--- src/rtl/main_data_sequencer_2ch.sv ---
// Steps the main-data parser through the granule/channel slots of one MP3 frame,
// tracking each slot's bit offset and discarding bits the parser left unread.
module main_data_sequencer_2ch (
  input  logic        clk,
  input  logic        rst,
  input  logic        si_we,
  input  logic        si_gr,
  input  logic        si_ch,
  input  logic [11:0] si_part2_3_length,
  input  logic        stereo,
  input  logic        frame_go,
  input  logic        parser_done,
  input  logic [11:0] parser_bits_used,
  input  logic        fifo_iv,
  output logic        par_start,
  output logic        sel_gr,
  output logic        sel_ch,
  output logic [13:0] bit_offset,
  output logic        skip_rd,
  output logic        busy,
  output logic        frame_done,
  output logic        err_missing,
  output logic        err_overrun
);

  // Handshake: par_start is a one-cycle request, and the parser answers with a
  // one-cycle parser_done; only a parser_done seen in S_WAIT is acted on.
  typedef enum logic [2:0] {
    S_IDLE, S_START, S_WAIT, S_SKIP, S_NEXT, S_DONE
  } state_t;

  state_t      state, state_nxt;
  logic [11:0] len_q [4];
  logic [3:0]  loaded;
  logic [1:0]  slot;
  logic        stereo_q;
  logic [11:0] skip_cnt;

  logic [3:0]  required;
  logic        go_ok;
  logic [11:0] cur_len;
  logic        last_slot;
  logic [1:0]  slot_nxt;

  // Slot index is {gr,ch}; mono only visits index 0 and 2.
  assign required  = stereo ? 4'b1111 : 4'b0101;
  assign go_ok     = frame_go && ((loaded & required) == required);
  assign cur_len   = len_q[slot];
  assign last_slot = stereo_q ? (slot == 2'd3) : (slot == 2'd2);
  assign slot_nxt  = stereo_q ? slot + 2'd1 : 2'd2;

  always_comb begin
    state_nxt = state;
    case (state)
      S_IDLE:  if (go_ok) state_nxt = S_START;
      S_START: state_nxt = S_WAIT;
      S_WAIT:  if (parser_done)
                 state_nxt = (parser_bits_used < cur_len) ? S_SKIP : S_NEXT;
      S_SKIP:  if (fifo_iv && skip_cnt == 12'd1) state_nxt = S_NEXT;
      S_NEXT:  state_nxt = last_slot ? S_DONE : S_START;
      S_DONE:  state_nxt = S_IDLE;
      default: state_nxt = S_IDLE;
    endcase
  end

  assign par_start  = (state == S_START);
  assign skip_rd    = (state == S_SKIP) && fifo_iv;
  assign busy       = (state == S_START) || (state == S_WAIT) ||
                      (state == S_SKIP)  || (state == S_NEXT);
  assign frame_done = (state == S_DONE);
  assign sel_gr     = slot[1];
  assign sel_ch     = slot[0];

  always_ff @(posedge clk) begin
    if (rst) begin
      state       <= S_IDLE;
      loaded      <= 4'b0000;
      slot        <= 2'd0;
      stereo_q    <= 1'b0;
      skip_cnt    <= 12'd0;
      bit_offset  <= 14'd0;
      err_missing <= 1'b0;
      err_overrun <= 1'b0;
      for (int i = 0; i < 4; i++) len_q[i] <= 12'd0;
    end else begin
      state <= state_nxt;
      case (state)
        S_IDLE: begin
          if (go_ok) begin
            err_missing <= 1'b0;
            err_overrun <= 1'b0;
            bit_offset  <= 14'd0;
            stereo_q    <= stereo;
            slot        <= 2'd0;
          end else begin
            if (frame_go) err_missing <= 1'b1;
            if (si_we) begin
              len_q[{si_gr, si_ch}]  <= si_part2_3_length;
              loaded[{si_gr, si_ch}] <= 1'b1;
            end
          end
        end
        S_WAIT: begin
          if (parser_done) begin
            if (parser_bits_used < cur_len)
              skip_cnt <= cur_len - parser_bits_used;
            else if (parser_bits_used > cur_len)
              err_overrun <= 1'b1;
          end
        end
        S_SKIP: begin
          if (fifo_iv) skip_cnt <= skip_cnt - 12'd1;
        end
        S_NEXT: begin
          // Four 12-bit lengths sum to at most 16380, so 14 bits never wrap.
          bit_offset <= bit_offset + {2'b00, cur_len};
          if (!last_slot) slot <= slot_nxt;
        end
        S_DONE: loaded <= 4'b0000;
        default: ;
      endcase
    end
  end

endmodule

--- config.mk ---
export PLATFORM = sky130hd
export DESIGN_NAME = main_data_sequencer_2ch
export DESIGN_NICKNAME = d
export VERILOG_FILES = /design/src/rtl/main_data_sequencer_2ch.sv
export SDC_FILE = /design/constraint.sdc
export NUM_CORES = 1
export LEC_CHECK = 0
export ABC_AREA = 1
export ABC_CLOCK_PERIOD_IN_PS = 3800
export BUFFER_PORTS_ARGS = -buffer_cell sky130_fd_sc_hd__buf_2
export CORE_ASPECT_RATIO = 1.25
export CORE_MARGIN = 10
export CORE_UTILIZATION = 25
export DETAILED_ROUTE_END_ITERATION = 16
export SLEW_MARGIN = 20
export SYNTH_ARGS = -nofsm -noshare
export SYNTH_HDL_FRONTEND = slang
export SYNTH_SLANG_ARGS = --single-unit
--- constraint.sdc ---
create_clock -name clk -period 3.8 [get_ports clk]
set_input_delay 0.57 -clock clk [delete_from_list [all_inputs] [get_ports clk]]
set_output_delay 0.57 -clock clk [all_outputs]
set_load 0.01 [all_outputs]
=== Word level (Yosys, flattened, before mapping) ===
Memories as Yosys holds them, arrays and structs flattened. A register that Yosys moved wholly into a read port is not among the register bits.
Cells that the tools add are included.

* Output and inout port bits: 22
* Memories: 1
* RAM bits: 48
* Register bits after elaboration: 38

* Equal/unequal tests: 19
* Mux-type cells: 42
* $add $sub $neg: 4
* $lt $le $gt $ge: 4
* Reductions and logical operators: 22
* Bitwise operators: 2

{| class="wikitable"
|+ Memory list
! memory !! depth !! bits a word !! read ports !! clocked after memory_dff !! write ports !! RTL line !! text
|-
| len_q || 4 || 12 || 1 || 1 || 4 || 33 || <nowiki>logic [11:0] len_q [4];</nowiki>
|}

{| class="wikitable"
|+ Operators by type and width
! cell !! count
|-
| 12-bit two-way mux || 4
|-
| 14-bit case mux with 2 select lines || 1
|-
| 12-bit case mux with 2 select lines || 1
|-
| 2-bit inequality test (second input constant) || 9
|-
| 1-bit two-way mux || 16
|-
| 3-bit two-way mux || 5
|-
| 3-bit case mux with 5 select lines || 1
|-
| 14-bit by 12-bit adder with 14-bit output || 1
|-
| 14-bit two-way mux || 1
|-
| 12-bit by 1-bit equality test with 1-bit output (second input constant) || 1
|-
| 12-bit greater-than comparator || 1
|-
| 12-bit less-than comparator || 1
|-
| 2-bit two-way mux || 6
|-
| 4-bit two-way mux || 3
|-
| 12-bit OR reduction || 1
|-
| 12-bit by 1-bit subtractor with 12-bit output (second input constant) || 1
|-
| 12-bit subtractor || 1
|-
| 2-bit nonzero test || 5
|-
| 3-bit AND reduction || 3
|-
| 4-bit case mux with 2 select lines || 1
|-
| 3-bit by 2-bit equality test with 1-bit output (second input constant) || 2
|-
| 3-bit equality test (second input constant) || 2
|-
| 2-bit AND reduction || 3
|-
| 5-bit AND reduction || 1
|-
| other kinds (16) || 22
|}

=== Depth between registers and ports, before layout ===
Gate-level depths: netlist of the first run.

* Word-level depth: 10
* Depth in mapped cells: 19
* Gate-level depth less buffers: 16

=== Worst setup path after synthesis of the first run ===
No wires, ideal clock.

* Path kind: reg-to-reg
* Start: reg (tool-made name)
* End: reg skip_cnt[10]
* Period minus slack after synthesis: 2.552 ns
* Slack: 1.248 ns
* Arrival: 2.439 ns
* Library setup time: 0.113 ns
* Stages on the path, launching flop included: 18
* Data required time: 3.687 ns
* Path through: dfxtp_1 -> clkbuf_1 -> inv_1 -> nand2_1 -> a32oi_1 -> inv_1 -> ha_1 -> fa_1 -> nand3b_1 -> nand2_2 -> nand2_1 -> nand3_2 -> nand3_2 -> nand2_4 -> nand2_4 -> buf_6 -> nor2_1 -> nor2_1

{| class="wikitable"
|+ RTL lines
! item !! RTL line !! text
|-
| to (signal assigned) || 106 || <nowiki>skip_cnt <= cur_len - parser_bits_used;</nowiki>
|-
| to (signal assigned) || 112 || <nowiki>if (fifo_iv) skip_cnt <= skip_cnt - 12'd1;</nowiki>
|-
| to (decl) || 37 || <nowiki>logic [11:0] skip_cnt;</nowiki>
|}

==> impl_results.md, run 1 <==
- Outcome: finished clean
- Compound-Gate Fraction of Synth Area: about an eighth
- Max H-tree Level: 3
- Final hold vios: 0
- M1 GR Usage: between 10 and 15%
- First-pass GRT wire length: approximately 24 mm
- Synthesized flop and latch total: approximately 90
- ANT nets after route: 0
- Mean routed wirelength per cell: roughly 14 um
- RePlAce Congestion: roughly 0.91
- Achievable clock frequency: between 0.3 and 0.4 GHz
- Total number of vias: approximately 4,800
- Min Hold Slack: between 0.4 and 0.5 ns
- Ant diodes: 0
- Number of top-level pins: 55
- TritonCTS clock tree: yes
- R2R Setup Slk: approximately 0.84 ns
- R2R depth: 14
- R2r endpoint: skip_cnt[9]$_SDFFE_PP0P_
- Worst-path clk slew: 0.07 ns
- Vias in the first global route: ~4,700
- Top post-synthesis cells by area: edfxtp_1 26%, dfxtp_1 14%, nand2_1 11%
- Post-layout instance count excluding filler cells: about 1,100
- Tightest Pin Transition: 0.738 ns
- Required time worst endpoint: about 4.0 ns
- Adder-cell share of the synthesized area: under 10%
- Resize count post-CTS: 0
- Syn_nets: a little over 800
- Clk_lat worst skew: ~0.34 ns
- Initial antenna violation count: 0
- Share of layout cells above drive strength 1: between 10% and 20%
- Area after DPL: around 6000 um^2
- DPL Wire Length: 11.9 mm
- Cell variety after synth: between 40 and 50
- Core box area: approximately 22,000 um^2
- Clock Tree Buf Depth: 2
- Startpoint types: flip-flop
- Mux cell area share after synthesis: 0.181%
- Cell area power density: 355 nW/um^2
- Root Buffer: clkbuf_16
- Cts hold-fix bufs: 0
- Die Area: between 20,000 and 30,000 um^2
- HP Class: reg2reg
- Hold Crit Start: loaded[1]$_SDFFE_PP0P_
- Initial DRC Count: between 200 and 250
- M2 GR Usage: between 10% and 20%
- Chip height: 186 um
- WL final: roughly 15 mm
- PortBufs: 54
- Setup TNS Final: 0 ns
- Crit-path max FO: 21
- Count leader, synth: nand2_1
- Cell taking the most area after synthesis: edfxtp_1
- Largest family of logic cells by synthesized area: simple AND/OR/NAND/NOR gates
- CTS sink cnt: 88
- Post-route DRC: 0
- Mapped Cells: 746
- CP endpoint kind: flip-flop
- Slew Limit Fails: 0
- Crit path DAT: 3.20 ns
- Main synth FF type: edfxtp_1
- Kind of critical path: reg2reg
- Post-CTS setup buffer count: 0
- Pleak: about 3.0 nW
- Hold Path Sink: loaded[1]$_SDFFE_PP0P_
- Register area share after synthesis: between 40% and 50%
- DIE WIDTH: 153 um
- Starting density of the core: between 20% and 30%
- WHS Path Cells: 2
- Total GRT Usage: 10.2%
- Max Cap Viol: 0
- Placed Cells: between 1,000 and 1,500
- Synth async-reset ratio: 0%
- # rows: 60
- Avg Vias per Cell: around 4.5
- Commonest cells post-synth: 158 x nand2_1, 104 x inv_1, 85 x nor2_1
- Area growth syn-to-layout: 15.5%
- M3 GR Usage: about 1.6%
- Largest net degree at the start of global routing: 50
- Yosys warnings: 0
- Post-Syn Area: 5530 um^2
- Post-layout instance area: approximately 6400 um^2
- TritonCTS buffer count: 9
- Tcrit/Tclk final: 77.9%
- Final nets: 854
- Drt first pass iters: 4
- Clock skew: about 0.011 ns
- Post-synth EDFFs: 48
- Total congestion overflow: 0
- RSZ-0062 raised after global routing: no
- Maximum vdd drop: a little under 0.0002 V
- Gr busiest metal: met2
- Number of setup violations in the final report: 0
- Share of the synthesized area in the top cell type: 26.1%
- Post-Synth Simple-Gate Area: between 20% and 30%
- Post-route minimum period: about 3.0 ns
- Slew headroom: 50.8%
- XOR/XNOR share of the synthesized area: under 10%
- Syn_area_per_cell: around 7.4 um^2
==> placed cells by master, fill, tap and decap left out, types with 9 or more instances in the layout <==
cell / synthesis / layout
o22ai_1: 11 / 11
buf_2: 7 / 54
nand2_2: 9 / 9
nand2_1: 158 / 158
nor3_1: 37 / 37
o21ai_0: 40 / 40
clkbuf_16: 0 / 9
nor2_1: 85 / 85
dfxtp_1: 40 / 40
nand3_1: 51 / 51
edfxtp_1: 48 / 48
inv_1: 104 / 104
ha_1: 27 / 27
a21oi_1: 50 / 50
==> area by class of cell <==
type                            count  area [um^2]
Clock buffer                        9          225
Multi-Input combinational cell    524         2760
Timing Repair Buffer               59          308
Fill cell                        2350        15200
Clock inverter                      6         91.3
Sequential cell                    88         2240
Inverter                          110          413
Tap cell                          279          349
==> state kept, by name, indices dropped and copies added (netlist names), named ones only <==
register     cells
bit_offset      14
err_missing      1
err_overrun      1
len_q           48
loaded           4
skip_cnt        12
slot             2
state            3
stereo_q         1
==> logic make-up after synthesis <==
logic type               Yosys count
AO/OA/AOI/OAI                    120
adder cells (fa/ha/maj)           29
flip-flops                        88
multiplexers                       1
XOR/XNOR                           7
buffers and inverters            134
AND/OR/NAND/NOR                  367
==> critical path: stages, from the launching register on <==
cell,delay (ns)
dfxtp_1,0.31
inv_1,0.42
nand2_1,0.10
a32oi_1,0.34
inv_1,0.16
fa_1,0.44
nand3b_1,0.21
nand2_2,0.13
nand2_1,0.07
nand3_2,0.08
nand3_2,0.12
nand2_4,0.14
nand2_4,0.14
nor2_1,0.15
nor2_1,0.05
==> through the flow <==
step | power [mW] | utilization, % | setup WS (ns)
finish | 2.27 | 29.6 | 0.838
global route | 2.37 | 29.6 | 0.582
CTS | 2.29 | 29.5 | 0.845
detailed placement | 1.33 | 28.1 | 0.841
global placement | 1.33 | 28.1 | 0.971
floorplan | 1.24 | - | 1.25
==> worst max-delay path by stage <==
stage                                      to  slack [ns]
floorplan           skip_cnt[10]$_SDFFE_PP0P_        1.25
global placement     skip_cnt[7]$_SDFFE_PP0P_        0.97
detailed placement   skip_cnt[9]$_SDFFE_PP0P_        0.84
CTS                  skip_cnt[9]$_SDFFE_PP0P_        0.85
global route        skip_cnt[11]$_SDFFE_PP0P_        0.58
finish               skip_cnt[9]$_SDFFE_PP0P_        0.84
==> per-layer routing <==
metal,vias to the layer above,wire length (um)
li1,2534,-
met1,2204,6190
met2,82,7740
met3,28,388
met4,0,655
met5,-,0
==> report_power, final <==
group	internal (mW)	switching (mW)
combinational	0.0862	0.174
clock	0.579	0.386
sequential	1.04	0.0103
total	1.70	0.570
(Power assumes the default switching activity.)
==> inputs of run 2 (changes only) <==
--- a/config.mk
+++ b/config.mk
@@ -5,8 +5,8 @@
 export SDC_FILE = /design/constraint.sdc
 export NUM_CORES = 1
 export LEC_CHECK = 0
-export ABC_AREA = 1
-export ABC_CLOCK_PERIOD_IN_PS = 3800
+export ABC_AREA = 0
+export ABC_CLOCK_PERIOD_IN_PS = 2650
 export BUFFER_PORTS_ARGS = -buffer_cell sky130_fd_sc_hd__buf_2
 export CORE_ASPECT_RATIO = 1.25
 export CORE_MARGIN = 10
==> constraint.sdc (replaced) <==
create_clock -name clk -period 2.65 [get_ports clk]
set_input_delay 0.3975 -clock clk [delete_from_list [all_inputs] [get_ports clk]]
set_output_delay 0.3975 -clock clk [all_outputs]
set_load 0.01 [all_outputs]
==> impl_results.md, run 2 <==
- Outcome: finished, violations left
- Failing checks: negative setup slack
- Root Buffer: clkbuf_16
- Synth async-reset ratio: 0%
- Largest net degree at the start of global routing: 20
- Clk_lat worst skew: about 0.35 ns
- Commonest cells post-synth: 53 x and2_1, 48 x edfxtp_1, 40 x dfxtp_1, 40 x nor2_1, 32 x a21oi_1
- CP endpoint kind: flip-flop
- Share of layout cells above drive strength 1: 36.6%
- Max H-tree Level: 3
- Area growth syn-to-layout: 37.0%
- Area used by multi-input combinational logic: about 3100 um^2
- Most frequent cells in the layout: 68 x buf_4, 54 x buf_2, 53 x and2_1, 48 x edfxtp_1
- Worst-path clk slew: about 0.070 ns
- Drt first pass iters: 6
- Min Hold Slack: just over 0.3 ns
- Synthesized flop and latch total: between 80 and 90
- R2R depth: 10
- CP endpoint: skip_cnt[0]$_SDFFE_PP0P_
- Initial antenna violation count: 0
- Crit path DAT: about 3.1 ns
- Pleak: ~2.8 nW
- Main synth FF type: edfxtp_1
- Tightest Pin Transition: around 0.65 ns
- Die Area: ~27,000 um^2
- Post-layout instance area: ~7000 um^2
- Final setup margin: -0.197 ns
- Tcrit/Tclk final: 107%
- RSZ-0062 raised after global routing: yes
- PortBufs: 54
- Achievable clock frequency: ~0.35 GHz
- Maximum vdd drop: approximately 0.00031 V
- Chip height: between 150 and 200 um
- Filler cells: 2,059
- Total number of vias: about 4,300
- Core box area: between 20,000 and 25,000 um^2
- Clock Tree Buf Depth: 2
- Register area share after synthesis: 43.7%
- Initial DRC Count: just under 200
- Final hold vios: 0
- DPL Wire Length: 10.9 mm
- CP Cell Sequence: mux4_2 > ha_2 > and3_4 > nand4_4 > nor3_4 > o22ai_4 > buf_6 > a31oi_4 > a21oi_1 > o221a_1
- ANT nets after route: 0
- Register cell area after layout: ~2200 um^2
- Syn_nets: roughly 570
- R2R Setup Slk: -0.20 ns
- Startpoint types: flip-flop
- TritonCTS clock tree: yes
- Clock skew: ~0.011 ns
- Final nets: about 690
- Yosys warnings: 0
- Post-route core utilization: 34.8%
- Kind of critical path: reg2reg
- Number of top-level pins: 55
- Mean routed wirelength per cell: roughly 17 um
- Number of setup violations in the final report: 22
- RePlAce Congestion: 0.846
- Cell area power density: 533 nW/um^2
- # rows: 58
- Syn_area_per_cell: between 10 and 15 um^2
- Max Cap Viol: 0
- Count leader, synth: and2_1
- Post-route minimum period: between 2 and 3 ns
- Crit-path leading delay family: compound AO/OA/AOI/OAI gates
- First-pass GRT wire length: between 20 and 25 mm
- Starting density of the core: approximately a quarter
- Total congestion overflow: 0
- Most common cell after layout, fill and taps aside: buf_4
- Crit path max-delay cell type: mux4_2
- Top post-synthesis cells by area: edfxtp_1 28%, dfxtp_1 16%, ha_1 6.6%
- Hold Crit Start: stereo
- Pre-CTS setup slack: -0.218 ns
- Post-route DRC: 0
- HP Class: in2reg
- Required time worst endpoint: between 2 and 3 ns
- Max reg flops: between 40 and 50
- TritonCTS buffer count: 9
- Placed Cells: between 800 and 900
- CP max stage delay: approximately 0.56 ns
- WL final: 15.1 mm
- Cts hold-fix bufs: 0
- Worst path depth: 10
- Crit-path max FO: 7
- Mapped Cells: approximately 500
- Post-Syn Area: 5130 um^2
- Vias in the first global route: 4,449
- Slew headroom: between 50% and 60%
- Avg Vias per Cell: between 4 and 5
- Cell taking the most area after synthesis: edfxtp_1
- Post-layout instance count excluding filler cells: 907
- Area after DPL: 6200 um^2
- Largest reg by FF count: len_q
- CTS sink cnt: 88
- Post-synth EDFFs: 48
- Buf/Inv on CP: 1
- R2r endpoint: skip_cnt[0]$_SDFFE_PP0P_
- DIE WIDTH: between 100 and 150 um
- Total GRT Usage: a little under an eighth
- Slew Limit Fails: 0
- Cell variety after synth: 64
- Share of the synthesized area in the top cell type: 28.1%
- Largest regs: len_q x48, bit_offset x14, skip_cnt x12
[run 2: metrics by stage]
step | TNS, ns | power, mW
4_1_cts | -2.89 | 3.74
5_1_grt | -5.34 | 3.90
6_report | -2.25 | 3.74
3_3_place_gp | -2.33 | 2.22
3_5_place_dp | -2.86 | 2.22
2_1_floorplan | -0.0183 | 1.98
[run 2: cell type report]
class / count / area share (%)
clock inverter: 6 / 1.46
timing repair buffer: 131 / 12.8
inverter: 29 / 1.55
multi-input combinational: 372 / 44.1
antenna: 1 / 0.0356
sequential: 88 / 32.0
clock buffer: 10 / 3.26
tap: 270 / 4.81
[run 2: worst reg2reg max path: stages (launching register included)]
cell	delay [ns]
dfxtp_4	0.43
mux4_2	0.57
ha_2	0.43
and3_4	0.22
nand4_4	0.13
nor3_4	0.17
o22ai_4	0.14
buf_6	0.15
a31oi_4	0.21
a21oi_1	0.07
o221a_1	0.24
[run 2: worst min-delay path by stage]
stage / end / slack (ns) / cells past startpoint
4_1_cts: stereo_q$_SDFFE_PP0P_ / 0.30 / 3
2_1_floorplan: loaded[0]$_SDFFE_PP0P_ / 0.44 / 1
3_5_place_dp: loaded[3]$_SDFFE_PP0P_ / 0.45 / 1
6_report: stereo_q$_SDFFE_PP0P_ / 0.31 / 3
5_1_grt: stereo_q$_SDFFE_PP0P_ / 0.34 / 3
3_3_place_gp: loaded[1]$_SDFFE_PP0P_ / 0.45 / 1
[run 2: what timing repair did]
item	CTS	global route
gates resized for setup	46	27
gates cloned	2	0
setup buffers	9	7
setup endpoints to repair	22	24
pin swaps	18	12
[run 2: logic make-up (layout without fill, tap and decap cells)]
family	count (synthesis)	after routing	synth area share, %
adders and majority gates	29	29	7.37
muxes	16	16	6.10
DFF	88	88	43.7
xor gates and xnor gates	15	15	2.56
and+or+nand+nor	182	182	18.9
other	0	1	0
buffers and inverters	49	176	3.93
AOI/OAI and AO/OA	128	130	17.4
[run 2: report_power, final]
group / internal (mW) / switching, mW
registers: 1.52 / 0.0353
clock network: 0.844 / 0.590
logic: 0.349 / 0.403
[run 2: layer usage]
metal	up-vias	GRT usage, %	part of all wire (%)
li1	2115	-	-
met1	2098	12.2	41
met2	94	20.8	53
met3	26	1.98	3.8
met4	0	4.77	2.6
met5	-	0	0
==> inputs of run 3 (changes only) <==
--- a/config.mk
+++ b/config.mk
@@ -12,7 +12,9 @@
 export CORE_MARGIN = 10
 export CORE_UTILIZATION = 25
 export DETAILED_ROUTE_END_ITERATION = 16
+export HOLD_SLACK_MARGIN = 0.1
 export SLEW_MARGIN = 20
 export SYNTH_ARGS = -nofsm -noshare
 export SYNTH_HDL_FRONTEND = slang
 export SYNTH_SLANG_ARGS = --single-unit
+export TNS_END_PERCENT = 50
==> impl_results.md, run 3 (synthesis results as in run 2) <==
- RePlAce Congestion: 0.846
- Hold Crit Start: stereo
- Final nets: between 600 and 700
- Crit-path leading delay family: compound AO/OA/AOI/OAI gates
- Post-layout instance area: 6920 um^2
- Cts hold-fix bufs: 0
- Vias in the first global route: roughly 4,400
- Outcome: finished, violations left
- Avg Vias per Cell: around 4.7
- TritonCTS buffer count: 9
- Post-route minimum period: about 2.8 ns
- Final setup margin: -0.181 ns
- Die Area: 26,700 um^2
- Area growth syn-to-layout: 34.9%
- R2r endpoint: skip_cnt[0]$_SDFFE_PP0P_
- Most common cell after layout, fill and taps aside: buf_4
- Chip height: 180 um
- CP max stage delay: 0.56 ns
- Startpoint types: flip-flop
- Kind of critical path: reg2reg
- CP endpoint kind: flip-flop
- Tightest Pin Transition: around 0.6 ns
- Setup TNS Final: -2.31 ns
- Core box area: 20,200 um^2
- Largest regs: len_q x48, bit_offset x14, skip_cnt x12
- Number of setup violations in the final report: 21
- Initial DRC Count: between 200 and 250
- Pleak: 2.78 nW
- Post-route core utilization: 34.3%
- Share of layout cells above drive strength 1: 34.7%
- # rows: just under 60
- DPL Wire Length: 10.9 mm
- ANT nets after route: 0
- RSZ-0062 raised after global routing: yes
- Root Buffer: clkbuf_16
- Most frequent cells in the layout: 66 x buf_4, 54 x buf_2, 53 x and2_1, 48 x edfxtp_1
- Starting density of the core: between 20 and 30%
- Filler cells: just over 2,000
- DIE WIDTH: roughly 150 um
- WL final: around 15 mm
- Required time worst endpoint: a little under 3 ns
- Drt first pass iters: 4
- Total congestion overflow: 0
- Slew Limit Fails: 0
- WHS Path Cells: 3
- Cell area power density: 538 nW/um^2
- Max H-tree Level: 3
- Total number of vias: 4,271
- Failing checks: negative setup slack
- Mean routed wirelength per cell: around 17 um
- Initial antenna violation count: 0
- Clock skew: 0.0115 ns
- Crit-path max FO: 7
- R2R depth: 11
- Tcrit/Tclk final: 107%
- Buf/Inv on CP: 2
- Crit path max-delay cell type: mux4_2
- Worst-path clk slew: roughly 0.070 ns
- Clock Tree Buf Depth: 2
- Clk_lat worst skew: ~0.35 ns
- Hold Path Sink: stereo_q$_SDFFE_PP0P_
- CTS sink cnt: between 80 and 90
- Largest reg by FF count: len_q
- Largest net degree at the start of global routing: 20
- Post-route DRC: 0
- Total GRT Usage: between 10% and 20%
- Maximum vdd drop: 0.000306 V
- TritonCTS clock tree: yes
- Number of top-level pins: between 50 and 60
- Final hold vios: 0
- HP Class: in2reg
- Max Cap Viol: 0
- CP Cell Sequence: buf_12 > mux4_2 > ha_4 > and3_4 > nand4_4 > nor3_4 > o22ai_4 > buf_6 > a31oi_4 > a21oi_1 > o221a_1
- Slew headroom: about three fifths
- Ant diodes: 0
- Max reg flops: 48
- R2R Setup Slk: -0.18 ns
- Achievable clock frequency: 0.353 GHz
- Area after DPL: 6200 um^2
- PortBufs: 54
- Crit path DAT: between 3 and 4 ns
- First-pass GRT wire length: around 24 mm
==> run 3: worst max-delay path by stage <==
| stage | from | endpoint | slack (ns) | cells past startpoint |
|---|---|---|---|---|
| after floorplan | flip-flop | skip_cnt[8]$_SDFFE_PP0P_ | -0.01 | 11 |
| after global placement | flip-flop | skip_cnt[0]$_SDFFE_PP0P_ | -0.18 | 10 |
| after detailed placement | flip-flop | bit_offset[10]$_SDFFE_PP0P_ | -0.22 | 11 |
| after CTS | flip-flop | bit_offset[10]$_SDFFE_PP0P_ | -0.21 | 11 |
| after global routing | flip-flop | bit_offset[10]$_SDFFE_PP0P_ | -0.32 | 10 |
| final | flip-flop | skip_cnt[0]$_SDFFE_PP0P_ | -0.18 | 11 |
==> run 3: area by class of cell <==
type / instances / area [um^2] / area share (%)
inverter: 29 / 109 / 1.57
multi-input combinational: 372 / 3030 / 43.8
clock inverter: 6 / 103 / 1.48
sequential: 88 / 2250 / 32.5
clock buffer: 10 / 229 / 3.31
timing repair buffer: 127 / 862 / 12.5
tap: 270 / 338 / 4.88
==> run 3: tightest hold or removal path, cell delays in order <==
cell,delay [ns]
buf_2,0.11
nand2_1,0.05
a21oi_1,0.05
==> run 3: through the flow <==
stage	power (mW)	cells	worst slack (ns)	hold slack, ns
finish	3.72	902	-0.181	0.312
global route	3.88	902	-0.319	0.343
CTS	3.74	899	-0.205	0.302
detailed placement	2.22	873	-0.218	0.454
global placement	2.22	873	-0.185	0.450
floorplan	1.98	507	-0.0120	0.440
==> run 3: timing repair <==
action                                  in CTS  in global routing
gates cloned                                 2                  0
pin swaps                                   15                 10
endpoints found under the setup margin      22                 24
buffers inserted                             9                  3
resized for setup                           42                 14
==> run 3: report_power, final <==
group / leakage (nW) / internal, mW / switching, mW
Combinational: 1.79 / 0.336 / 0.394
Sequential: 0.826 / 1.52 / 0.0353
Clock: 0.160 / 0.844 / 0.591
Total: 2.78 / 2.70 / 1.02
==> run 3: per-layer routing <==
metal,global-route usage (%),wire (um),vias to the layer above
met4,4.77,381,0
met2,20.8,7960,89
met1,12.2,6170,2056
li1,-,-,2101
met3,1.98,528,25
met5,0,0,-
